<file path="config.mk">
export PLATFORM = sky130hd
export DESIGN_NAME = branch_target_buffer
export DESIGN_NICKNAME = d
export VERILOG_FILES = /design/src/rtl/bp_pkg.sv /design/src/rtl/sat_counter.sv /design/src/rtl/branch_target_buffer.sv
export SDC_FILE = /design/constraint.sdc
export NUM_CORES = 1
export LEC_CHECK = 0
export CAP_MARGIN = 10
export CORE_MARGIN = 2
export CORE_UTILIZATION = 30
export DETAILED_ROUTE_END_ITERATION = 7
export DONT_BUFFER_PORTS = 1
export PLACE_DENSITY = 0.42
export RECOVER_POWER = 100
export SLEW_MARGIN = 30
export SYNTH_ARGS = -nofsm -noshare
export SYNTH_HDL_FRONTEND = slang
export SYNTH_SLANG_ARGS = --single-unit
</file>
<file path="constraint.sdc">
create_clock -name clk -period 7.7 [get_ports clk]
set_input_delay 1.155 -clock clk [delete_from_list [all_inputs] [get_ports clk]]
set_output_delay 1.155 -clock clk [all_outputs]
set_load 0.03 [all_outputs]
</file>
<file path="src/rtl/bp_pkg.sv">
`default_nettype none
// ============================================================================
//  Module      : bp_pkg
//  Description : Shared branch-predictor definitions. Holds the counter
//                encodings, the entry record type and a helper that builds
//                the weakly-taken value for any counter width.
//  Revision    : 1.0 - initial release
// ============================================================================
package bp_pkg;

  // Widest supported fields; narrower instances use the low bits.
  localparam int CTR_MAX_W  = 4;
  localparam int ADDR_MAX_W = 64;

  // Two-bit counter encodings. MSB set means "predict taken".
  localparam logic [1:0] STRONG_NT    = 2'b00;
  localparam logic [1:0] WEAK_NT      = 2'b01;
  localparam logic [1:0] WEAK_TAKEN   = 2'b10;
  localparam logic [1:0] STRONG_TAKEN = 2'b11;

  // One BTB entry as a record.
  typedef struct packed {
    logic                  valid;
    logic [ADDR_MAX_W-1:0] tag;
    logic [ADDR_MAX_W-1:0] target;
    logic [CTR_MAX_W-1:0]  ctr;
  } bp_entry_t;

  // Weakly-taken for a w-bit counter: MSB set, all other bits clear.
  function automatic logic [CTR_MAX_W-1:0] ctr_weak_taken(input int unsigned w);
    return CTR_MAX_W'(1) << (w - 1);
  endfunction

endpackage
`default_nettype wire

</file>
<file path="src/rtl/sat_counter.sv">
`default_nettype none
// ============================================================================
//  Module      : sat_counter
//  Description : Saturating up/down counter with synchronous load. Load has
//                priority over inc/dec; the count sticks at 0 and all-ones.
//  Revision    : 1.0 - initial release
// ============================================================================
module sat_counter #(
  parameter int CTR_W = 2
) (
  input  logic             clk,
  input  logic             rst_n,
  input  logic             inc,
  input  logic             dec,
  input  logic             load,
  input  logic [CTR_W-1:0] load_val,
  output logic [CTR_W-1:0] value
);

  localparam logic [CTR_W-1:0] c_max = '1;

  logic [CTR_W-1:0] r_value;

  // Counter register: load, else saturating increment/decrement.
  always_ff @(posedge clk or negedge rst_n) begin
    if (!rst_n) begin
      r_value <= '0;
    end else if (load) begin
      r_value <= load_val;
    end else if (inc && (r_value != c_max)) begin
      r_value <= r_value + CTR_W'(1);
    end else if (dec && (r_value != '0)) begin
      r_value <= r_value - CTR_W'(1);
    end
  end

  assign value = r_value;

endmodule
`default_nettype wire

</file>
<file path="src/rtl/branch_target_buffer.sv">
`default_nettype none
// ============================================================================
//  Module      : branch_target_buffer
//  Description : Fully associative BTB with per-entry saturating direction
//                counters. Combinational lookup, single-cycle update,
//                lowest-free / round-robin replacement, single-cycle flush.
//  Revision    : 1.0 - initial release
// ============================================================================
module branch_target_buffer
  import bp_pkg::*;
#(
  parameter int ENTRIES = 8,
  parameter int ADDR_W  = 32,
  parameter int CTR_W   = 2
) (
  input  logic                       clk,
  input  logic                       rst_n,
  input  logic [ADDR_W-1:0]          lookup_pc,
  output logic                       hit,
  output logic                       pred_taken,
  output logic [ADDR_W-1:0]          pred_target,
  output logic [$clog2(ENTRIES)-1:0] hit_index,
  input  logic                       upd_valid,
  input  logic [ADDR_W-1:0]          upd_pc,
  input  logic                       upd_taken,
  input  logic [ADDR_W-1:0]          upd_target,
  input  logic                       flush,
  output logic [$clog2(ENTRIES):0]   occupancy
);

  localparam int IDX_W = $clog2(ENTRIES);
  localparam logic [CTR_MAX_W-1:0] c_weak_taken_full = ctr_weak_taken(CTR_W);
  localparam logic [CTR_W-1:0]     c_weak_taken      = c_weak_taken_full[CTR_W-1:0];

  logic [ENTRIES-1:0] r_valid;
  logic [ADDR_W-1:0]  r_tag    [ENTRIES];
  logic [ADDR_W-1:0]  r_target [ENTRIES];
  logic [IDX_W-1:0]   r_rr_ptr;
  logic [CTR_W-1:0]   w_ctr    [ENTRIES];

  logic               w_lk_msb;
  logic               w_up_hit;
  logic [IDX_W-1:0]   w_up_idx;
  logic               w_any_free;
  logic [IDX_W-1:0]   w_free_idx;
  logic [IDX_W-1:0]   w_victim;
  logic               w_upd_ok;
  logic               w_alloc;

  // Lookup match: allocation never duplicates a tag, so at most one entry hits.
  always_comb begin
    hit         = 1'b0;
    pred_target = '0;
    hit_index   = '0;
    w_lk_msb    = 1'b0;
    for (int i = 0; i < ENTRIES; i++) begin
      if (r_valid[i] && (r_tag[i] == lookup_pc)) begin
        hit         = 1'b1;
        pred_target = r_target[i];
        hit_index   = IDX_W'(i);
        w_lk_msb    = w_ctr[i][CTR_W-1];
      end
    end
  end

  assign pred_taken = hit & w_lk_msb;

  // Update-side match and lowest-index free entry search.
  always_comb begin
    w_up_hit   = 1'b0;
    w_up_idx   = '0;
    w_any_free = 1'b0;
    w_free_idx = '0;
    for (int i = 0; i < ENTRIES; i++) begin
      if (r_valid[i] && (r_tag[i] == upd_pc)) begin
        w_up_hit = 1'b1;
        w_up_idx = IDX_W'(i);
      end
    end
    for (int i = ENTRIES - 1; i >= 0; i--) begin
      if (!r_valid[i]) begin
        w_any_free = 1'b1;
        w_free_idx = IDX_W'(i);
      end
    end
  end

  // Flush swallows any concurrent update.
  assign w_upd_ok = upd_valid & ~flush;
  assign w_alloc  = w_upd_ok & ~w_up_hit & upd_taken;
  assign w_victim = w_any_free ? w_free_idx : r_rr_ptr;

  // Entry valid/tag/target storage and replacement pointer.
  always_ff @(posedge clk or negedge rst_n) begin
    if (!rst_n) begin
      r_valid  <= '0;
      r_rr_ptr <= '0;
      for (int i = 0; i < ENTRIES; i++) begin
        r_tag[i]    <= '0;
        r_target[i] <= '0;
      end
    end else if (flush) begin
      r_valid  <= '0;
      r_rr_ptr <= '0;
    end else if (w_upd_ok) begin
      if (w_up_hit && upd_taken) begin
        r_target[w_up_idx] <= upd_target;
      end
      if (w_alloc) begin
        r_valid[w_victim]  <= 1'b1;
        r_tag[w_victim]    <= upd_pc;
        r_target[w_victim] <= upd_target;
        if (!w_any_free) begin
          r_rr_ptr <= r_rr_ptr + IDX_W'(1);
        end
      end
    end
  end

  // Per-entry direction counters.
  for (genvar g = 0; g < ENTRIES; g++) begin : g_entry
    logic w_sel_hit;
    assign w_sel_hit = w_upd_ok & w_up_hit & (w_up_idx == IDX_W'(g));

    sat_counter #(
      .CTR_W (CTR_W)
    ) u_ctr (
      .clk      (clk),
      .rst_n    (rst_n),
      .inc      (w_sel_hit & upd_taken),
      .dec      (w_sel_hit & ~upd_taken),
      .load     (w_alloc & (w_victim == IDX_W'(g))),
      .load_val (c_weak_taken),
      .value    (w_ctr[g])
    );
  end

  // Occupancy is a population count of the registered valid bits.
  always_comb begin
    occupancy = '0;
    for (int i = 0; i < ENTRIES; i++) begin
      occupancy = occupancy + (IDX_W + 1)'(r_valid[i]);
    end
  end

endmodule
`default_nettype wire

</file>
==> results of run 1 <==
cell usage after synthesis (5+ instances only):
cell,number
a31oi_1,34
nor3_1,19
nand3_1,23
mux2_1,100
nor4_1,85
xnor2_1,242
buf_4,49
mux2_4,30
dfrtp_1,539
inv_1,61
clkbuf_1,101
nand4_1,103
o21ai_0,180
or2_2,5
xor2_1,269
buf_6,21
a21boi_0,6
or3_1,9
buf_2,40
mux2_2,359
mux2i_1,5
o21a_1,33
a21oi_1,52
nor2_1,38
and2_1,38
or4_1,7
nand2_1,189
power by group through the flow:
stage | clock [uW] | sequential [uW] | combinational [uW]
after detailed placement | 0 | 3240 | 663
after CTS | 3670 | 3190 | 668
after floorplan | 0 | 3180 | 548
after global placement | 0 | 3230 | 664
final | 3580 | 3190 | 710
after global routing | 3790 | 3210 | 758
routing by layer:
layer	up-vias	share of wire, %	track usage [%]
met5	-	0.011	0
met4	2	3.1	6.91
met3	154	6.3	4.73
met2	610	46	35.2
met1	10980	45	30.1
li1	9188	-	-
final timing paths:
kind	start	end	slack (ns)
setup reg to reg	r_tag[146]	r_target[143]	1.05
min in group asynchronous	rst_n	r_target[25]	2.66
setup / recovery	upd_pc[18]	r_target[143]	0.95
max in group asynchronous	rst_n	r_tag[102]	1.83
hold reg to reg	r_target[137]	r_target[137]	0.48
hold / removal	r_target[137]	r_target[137]	0.48
layout make-up:
type	instances	share of cell area, %
tap	1298	4.90
clock inverter	28	1.31
clock buffer	104	6.26
inverter	61	0.691
multi-input combinational	1893	45.3
timing repair buffer	34	0.790
sequential	539	40.7
per-stage QoR:
stage	total power [uW]	cells	hold slack, ns	instance area [sq um]	worst slack [ns]
finish	7470	3957	0.475	33100	0.948
global route	7750	3957	0.492	33100	0.815
CTS	7530	3953	0.238	33300	1.69
detailed placement	3900	3821	0.468	30800	1.69
global placement	3890	3821	0.459	30800	1.22
floorplan	3730	2708	0.449	30100	2.22
registers in the layout, indices dropped and copies added (netlist names):
name and count:
r_target 256, r_valid 8, r_rr_ptr 3, r_tag 256
g_entry.u_ctr.value 16
cell usage in the layout, fill, tap and decap left out, types with 4 or more instances in the layout:
| cell type | count |
|---|---|
| and2_1 | 37 |
| mux2_1 | 129 |
| xor2_1 | 269 |
| or3_1 | 8 |
| nor4_1 | 83 |
| a31oi_1 | 34 |
| mux2i_1 | 5 |
| nand2_1 | 189 |
| clkbuf_8 | 15 |
| clkinv_2 | 9 |
| or2_2 | 5 |
| ha_1 | 4 |
| a21boi_0 | 6 |
| clkbuf_16 | 72 |
| nor3_1 | 19 |
| xnor2_1 | 242 |
| clkbuf_1 | 30 |
| nor2_1 | 37 |
| o21a_1 | 34 |
| nor4_2 | 5 |
| clkbuf_2 | 4 |
| o21ai_0 | 182 |
| inv_1 | 61 |
| fa_1 | 4 |
| dfrtp_1 | 539 |
| nand3_1 | 23 |
| a21oi_1 | 52 |
| mux2_2 | 359 |
| nand4_1 | 103 |
| bufinv_16 | 9 |
| buf_4 | 13 |
| or4_1 | 7 |
worst register-to-register path, delay by kind of cell (launching register included):
| family | cells | cell delay [ns] |
|---|---|---|
| mux | 1 | 0.38 |
| compound gates | 3 | 3.10 |
| flops | 1 | 0.41 |
| simple gates | 4 | 1.90 |
| xor+xnor | 1 | 0.19 |
| buf+inv | 1 | 0.54 |
cells by family (layout without fill, tap and decap cells):
| family | after synthesis | in the layout | share of synthesized area [%] |
|---|---|---|---|
| buffers and inverters | 276 | 227 | 4.91 |
| adders and majority gates | 8 | 8 | 0.433 |
| and+or+nand+nor | 545 | 545 | 9.63 |
| xor gates and xnor gates | 511 | 511 | 14.9 |
| AOI/OAI and AO/OA | 335 | 335 | 6.42 |
| DFF | 539 | 539 | 44.9 |
| muxes | 494 | 494 | 18.9 |
==> run_results.csv, run 1 <==
group,metric,value,unit
cells_and_area,final_core_util,33.2,%
power_and_ir_drop,swShare,26.0,%
sta,report.final.slew_viol_count,559,
synth,postSynth.asyncResetShare,100,%
floorplan,ioPinCount,142,
synth,synth_nets,2817,
worst_setup_path,end_kind,"flip-flop",
synth,synth-main-ff-cell,"dfrtp_1",
status,failed_checks,"max-capacitance violations, max-slew violations",
cells_and_area,layout-drive-gt1-share,19.5,%
sta,finalHoldViolations,0,
floorplan,die_area,0.103,sq mm
floorplan,num_rows,116,
cells_and_area,layout.area.seq,0.0135,sq mm
route,drcViolationCount,0,
global_routing,grt_max_degree,540,
sta,max_freq,148,MHz
route,drt_iter0_markers,1577,
worst_setup_path,critical_path_class,"in -> reg",
route,viasPerCell,5.29,
power_and_ir_drop,ir_worst_vdd,0.148,mV
synth,yosysTopAreaCell,"dfrtp_1",
synth,yosys.area.top_type_share,44.9,%
placed_design,port_buffers,0,
synth,ys_warn_count,0,
sta,min_period_over_period,87.7,%
sta,period_needed,6.75,ns
route,num_vias,20934,
sta,relSlewSlack,-273,%
global_routing,grt_pass1_vias,21329,
worst_setup_path,path_depth,10,
cells_and_area,fillers,10097,
cts,clk_path_buf_depth,3,
floorplan,dieHeight,321,um
hold_path,hp-class,"reg -> reg",
flow_run,maxCapViolations,16,
synth,ys_ff_latch,539,
floorplan,initial_core_util,30.1,%
sta,rsz0062_at_grt,"no",
worst_setup_path,critical-path-top-delay-family,"compound AO/OA/AOI/OAI gates",
route,routed_wl,114,mm
synth,ys_types,70,
worst_setup_path,r2r_cells,10,
power_and_ir_drop,p_sw,1940,uW
power_and_ir_drop,p_seq_share,42.6,%
worst_setup_path,cp.required,8.21,ns
floorplan,core-area,0.0997,sq mm
cts,clkLatencyLatePin,0.64,ns
global_routing,grt_overflow,0,
synth,ys_top_cells_by_area,"dfrtp_1 45%, mux2_2 13%, xor2_1 7.8%, xnor2_1 7.1%, mux2_1 3.7%",
worst_setup_path,cp_slowest_cell,"o21bai_1",
hold_path,hold_depth,1,
cells_and_area,diodes,0,
synth,netlist_instances,2708,
placed_design,place.detailed.hpwl,78.8,mm
worst_setup_path,path_max_fanout,17,
cts,clkTransAtPathRegs,0.05,ns
cells_and_area,area_growth,10.2,%
cts,cts_buffers,71,
cts,cts_tree,"yes",
cts,h-tree-depth,3,
synth,seq_area_frac_synth,44.9,%
cts,cts_root_buf,"clkbuf_16",
cells_and_area,multiInputGateArea,0.0150,sq mm
power_and_ir_drop,p_int,5530,uW
worst_setup_path,worst_setup_path_start_kind,"input port",
cells_and_area,nets,2709,
worst_setup_path,slowest_delay,1.87,ns
worst_setup_path,worst-path-buf-inv,1,
global_routing,antenna_found_initial,1,
synth,synth_edf_count,0,
power_and_ir_drop,powerDensity,226,mW/mm^2
route,drtPass1Iterations,5,
placed_design,gp_congestion,0.951,
cts,hold_buffers,0,
route,wl_per_cell,28.9,um
sta,skew,0.0271,ns
cts,cts.sinks,539,
status,status,"complete, but fails checks",
power_and_ir_drop,power_frac_comb,9.5,%
sta,setup_tns,0,ns
cts,cts_resized,0,
worst_setup_path,path_cells,"xor2_1 > nor4_1 > nand4_1 > or3_1 > a21boi_0 > o21ai_0 > nand3_2 > o21bai_1 > buf_4 > mux2_2",
power_and_ir_drop,cellLeakagePower,0.0151,uW
worst_setup_path,arrival,7.26,ns
sta,worst_pin_slew,5.60,ns
cts,cts_setup_buffers,0,
floorplan,die_w,321,um
sta,setup_viol_count_final,0,
power_and_ir_drop,power_frac_clock,47.9,%
synth,syn_avg_cell_area,11.1,sq um
route,ant_nets,0,
global_routing,grt_use_total,22.2,%
global_routing,grt_pass1_wl,164,mm
synth,mappedNetlistArea,0.0301,sq mm
Power figures use the tool's default switching activity.
==> run 2: changes to the inputs <==
- MAX_ROUTING_LAYER: not set -> met4
==> run 2 against run 1 <==
Effect of this change: the run still ends with max-capacitance violations, max-slew violations left; non-clock buffer count shrank 5; utilization shrank 0.17 points; first-iteration DRC count shrank 9.1%; flip-flop and latch count is the same; register-to-register slack gained 0.04 ns; combinational power shrank 7.9%; total power shrank 3.3%; global-route usage grew 0.73 points; worst hold slack lost 0.18 ns; critical path type unchanged; largest power group unchanged; highest routed layer is now met4.
==> run_results.csv, run 2 (synthesis gave the netlist of run 1 again) <==
group,metric,value,unit
route,drtPass1Iterations,5,
cts,cts_tree,"yes",
global_routing,grt_use_total,22.9,%
cells_and_area,nets,2701,
worst_setup_path,cp.required,8.22,ns
worst_setup_path,worst_setup_path_start_kind,"input port",
cts,cts_resized,0,
floorplan,core-area,0.0997,sq mm
cells_and_area,layout-drive-gt1-share,19.6,%
cells_and_area,layout_commonest_cell,"dfrtp_1",
worst_setup_path,worst-path-buf-inv,2,
sta,min_period_over_period,86.9,%
cts,h-tree-depth,3,
worst_setup_path,cp_slowest_cell,"nor2_1",
cts,clkLatencyLatePin,0.65,ns
cells_and_area,layout.area.seq,0.0135,sq mm
floorplan,initial_core_util,30.1,%
worst_setup_path,slowest_delay,1.95,ns
worst_setup_path,path_cells,"xor2_1 > nor4_1 > nand4_1 > or3_1 > nand2_1 > or3_1 > nor3_4 > clkbuf_1 > nor2_1 > buf_4 > mux2_2",
global_routing,antenna_found_initial,3,
cts,cts_setup_buffers,0,
cells_and_area,fillers,10124,
global_routing,grt.met2_usage,35.7,%
global_routing,grt_max_degree,540,
sta,skew,0.0471,ns
worst_setup_path,arrival,7.22,ns
cells_and_area,multiInputGateArea,0.0151,sq mm
cells_and_area,layout_common_cells,"539 x dfrtp_1, 359 x mux2_2, 269 x xor2_1",
power_and_ir_drop,cellLeakagePower,0.0150,uW
cells_and_area,area_growth,9.59,%
floorplan,num_rows,116,
power_and_ir_drop,ir_worst_vdd,0.149,mV
worst_setup_path,critical_path.startpoint,"upd_pc[18]",
worst_setup_path,critical_path_class,"in -> reg",
global_routing,grt-busiest-layer,"met2",
route,drcViolationCount,0,
worst_setup_path,path_max_fanout,34,
sta,setup_tns,0,ns
route,wl_per_cell,29.1,um
sta,worst_pin_slew,3.13,ns
status,failed_checks,"max-capacitance violations, max-slew violations",
floorplan,die_area,0.103,sq mm
sta,holdWs,0.298,ns
worst_setup_path,worstReg2RegStart,"r_tag[47]",
route,ant_nets,0,
global_routing,grt_pass1_vias,21093,
status,status,"complete, but fails checks",
sta,report.final.slew_viol_count,859,
cts,clk_path_buf_depth,3,
worst_setup_path,critical-path-top-delay-family,"simple AND/OR/NAND/NOR gates",
sta,max_freq,149,MHz
route,drt_iter0_markers,1434,
power_and_ir_drop,power,7220,uW
sta,setup_viol_count_final,0,
cts,cts_root_buf,"clkbuf_16",
sta,period_needed,6.69,ns
floorplan,dieHeight,321,um
global_routing,grt_overflow,0,
cts,hold_buffers,0,
sta,relSlewSlack,-108,%
hold_path,hp-class,"in -> async",
cts,cts_buffers,68,
sta,rsz0062_at_grt,"no",
placed_design,gp_congestion,0.974,
flow_run,maxCapViolations,14,
worst_setup_path,path_common_cell,"or3_1",
global_routing,grt_pass1_wl,164,mm
global_routing,met1_usage,30.2,%
floorplan,ioPinCount,142,
floorplan,die_w,321,um
cts,clkTransAtPathRegs,0.06,ns
global_routing,met3_usage,4.56,%
route,viasPerCell,5.27,
route,routed_wl,115,mm
power_and_ir_drop,powerDensity,219,mW/mm^2
sta,finalHoldViolations,0,
worst_setup_path,end_kind,"flip-flop",
placed_design,place.detailed.hpwl,79.2,mm
route,num_vias,20780,
placed_design,port_buffers,0,
cts,cts.sinks,539,
-- run 2: cell types whose count changed in the layout (fill, tap and decap cells not counted), moves of 3 or more --
cell	change
nor4_1	-7
clkbuf_1	-10
buf_16	-3
clkbuf_8	+7
bufinv_16	-5
diode_2	+4
nor4_2	+5
-- run 2: path summary, 6_finish.rpt --
path / end / slack (ns) / cells past startpoint
min reg2reg: r_target[208] / 0.48 / 1
max in group asynchronous: r_target[115] / 5.56 / 0
max reg2reg: r_target[61] / 1.09 / 11
min in group clk: r_target[208] / 0.48 / 1
min: r_target[92] / 0.30 / 0
max: r_target[61] / 1.01 / 11
-- run 2: through the flow --
step                      util [%]  cell area, sq um  cells  setup slack, ns
final                         33.0             32900   3946             1.01
after global routing          33.0             32900   3944            0.741
after CTS                     33.3             33200   3942             1.59
after detailed placement      30.9             30800   3820             1.59
after global placement        30.8             30800   3820             1.46
after floorplan                  -             30100   2708             2.22
-- run 2: where the power goes --
group          leakage [uW]  internal [uW]  switching (uW)  total, uW
clock network       0.00117           2020            1360       3380
logic               0.00662            320             334        654
registers           0.00723           3020             170       3190
-- run 2: cell type report --
type / instances / area share [%]
inverters: 61 / 0.695
flip-flops and latches: 539 / 40.9
diodes: 4 / 0.0304
clock inverters: 21 / 0.843
well taps: 1298 / 4.93
clock buffers: 101 / 6.34
multi-input cells: 1893 / 45.7
repair buffers: 29 / 0.505
-- run 2: metal layers --
metal  part of all wire [%]  vias to the layer above
met5                      0                        -
met3                    6.6                      138
met1                     45                    10875
met4                    2.6                        0
li1                       -                     9167
met2                     46                      600
==> run 3: changes to the inputs <==
- CTS_BUF_LIST: not set -> sky130_fd_sc_hd__clkbuf_16
- GPL_TIMING_DRIVEN: not set -> 0
==> run 3 against run 2 <==
Effect of this change: the run still ends with max-capacitance violations, max-slew violations left; via count increased by 6.5%; non-clock buffer count is 206 higher; global-route usage grew 2.7 points; total power decreased by 0.60%; clock skew decreased by 0.0034 ns; maximum frequency down 12%; die area is the same; critical path depth increased by 1; sequential power about the same; final cell count up 5.2%; critical path type unchanged; largest cell class unchanged.
==> run_results.csv, run 3 (synthesis gave the netlist of run 1 again) <==
group,metric,value,unit
global_routing,grt_pass1_wl,179,mm
worst_setup_path,arrival,8.09,ns
sta,worst_pin_slew,5.77,ns
route,num_vias,22126,
cells_and_area,nets,2910,
sta,setup_ws,0.128,ns
cts,clkLatencyLatePin,0.68,ns
cts,cts_buffers,71,
cts,h-tree-depth,3,
sta,setup_viol_count_final,0,
cts,cts.sinks,539,
global_routing,antenna_found_initial,4,
floorplan,dieHeight,321,um
status,failed_checks,"max-capacitance violations, max-slew violations",
cts,hold_buffers,0,
sta,period_needed,7.57,ns
floorplan,die_w,321,um
floorplan,core-area,0.0997,sq mm
placed_design,place.detailed.hpwl,90.3,mm
hold_path,hp-class,"in -> async",
power_and_ir_drop,cellLeakagePower,0.0156,uW
worst_setup_path,cp.required,8.22,ns
placed_design,gp_congestion,0.976,
cts,cts_root_buf,"clkbuf_16",
sta,relSlewSlack,-284,%
global_routing,grt_overflow,0,
floorplan,num_rows,116,
flow_run,maxCapViolations,9,
global_routing,grt_pass1_vias,23137,
sta,min_period_over_period,98.3,%
worst_setup_path,path_max_fanout,10,
status,status,"complete, but fails checks",
placed_design,port_buffers,0,
sta,finalHoldViolations,0,
cells_and_area,layout_commonest_cell,"dfrtp_1",
cts,clk_path_buf_depth,3,
sta,holdWs,0.202,ns
cts,cts_tree,"yes",
power_and_ir_drop,powerDensity,213,mW/mm^2
power_and_ir_drop,ir_worst_vdd,0.139,mV
route,routed_wl,128,mm
route,wl_per_cell,30.9,um
global_routing,grt_max_degree,540,
cells_and_area,layout-drive-gt1-share,20.3,%
worst_setup_path,worst_setup_path_start_kind,"input port",
cells_and_area,fillers,10120,
sta,max_freq,132,MHz
floorplan,die_area,0.103,sq mm
sta,skew,0.0437,ns
cts,cts_resized,0,
cells_and_area,area_growth,12.2,%
route,drcViolationCount,0,
route,drtPass1Iterations,5,
sta,rsz0062_at_grt,"no",
global_routing,grt_use_total,25.6,%
placed_design,dpl_worst_slack,0.506,ns
sta,setup_tns,0,ns
floorplan,ioPinCount,142,
cts,cts_setup_buffers,0,
route,ant_nets,0,
cts,clkTransAtPathRegs,0.06,ns
worst_setup_path,critical_path_class,"in -> reg",
sta,report.final.slew_viol_count,489,
worst_setup_path,end_kind,"flip-flop",
route,drt_iter0_markers,1584,
floorplan,initial_core_util,30.1,%
cells_and_area,final_core_util,33.8,%
cells_and_area,layout_common_cells,"539 x dfrtp_1, 357 x mux2_2, 269 x xor2_1",
route,viasPerCell,5.33,
==> run 3: path summary, 6_finish.rpt <==
path / from / to / slack (ns) / cells past startpoint
max: upd_pc[9] / r_tag[190] / 0.13 / 12
min: rst_n / r_tag[105] / 0.20 / 0
max reg2reg: r_tag[224] / r_tag[190] / 1.68 / 10
min reg2reg: r_target[220] / r_target[220] / 0.48 / 1
max in group asynchronous: rst_n / r_target[42] / 1.55 / 1
min in group clk: r_target[220] / r_target[220] / 0.48 / 1
==> run 3: worst max-delay path: stages <==
cell and delay (ns):
clkbuf_1 0.69, clkbuf_1 0.76, xor2_1 0.56, nor4_1 0.13, nand4_1 0.12, or3_1 0.24, nand2_1 0.22, or3_1 0.44
clkbuf_1 0.22, nor3_1 2.12, clkbuf_1 0.99, mux2_2 0.43
==> run 3: layout make-up <==
type	instances	area, sq um	area share (%)
Multi-Input combinational cell	1893	14900	44.3
Sequential cell	539	13500	40.0
Clock inverter	52	303	0.897
Timing Repair Buffer	20	205	0.608
Antenna cell	1	2.50	0.00742
Tap cell	1298	1620	4.81
Clock buffer	73	1830	5.41
Inverter	61	229	0.679
Buffer	215	1120	3.31
==> run 3: stage by stage <==
step	std cells	power, uW	instance area [sq um]
after floorplan	2708	3730	30100
after global placement	4006	4050	31700
after detailed placement	4023	4070	32000
after CTS	4148	7230	34100
after global routing	4151	7430	33700
final	4152	7180	33700
==> run 3: routing by layer <==
metal	up-vias	wire length, um	global-route usage [%]
li1	9594	-	-
met4	0	7640	13.4
met5	-	0	-
met1	11541	54100	31.4
met2	724	60300	40.9
met3	267	6270	3.64
==> run 3: power breakdown <==
| part | internal [uW] | switching [uW] | total [uW] |
|---|---|---|---|
| Combinational | 349 | 518 | 867 |
| Sequential | 3020 | 166 | 3190 |
| Clock | 1750 | 1370 | 3130 |
| Total | 5120 | 2060 | 7180 |
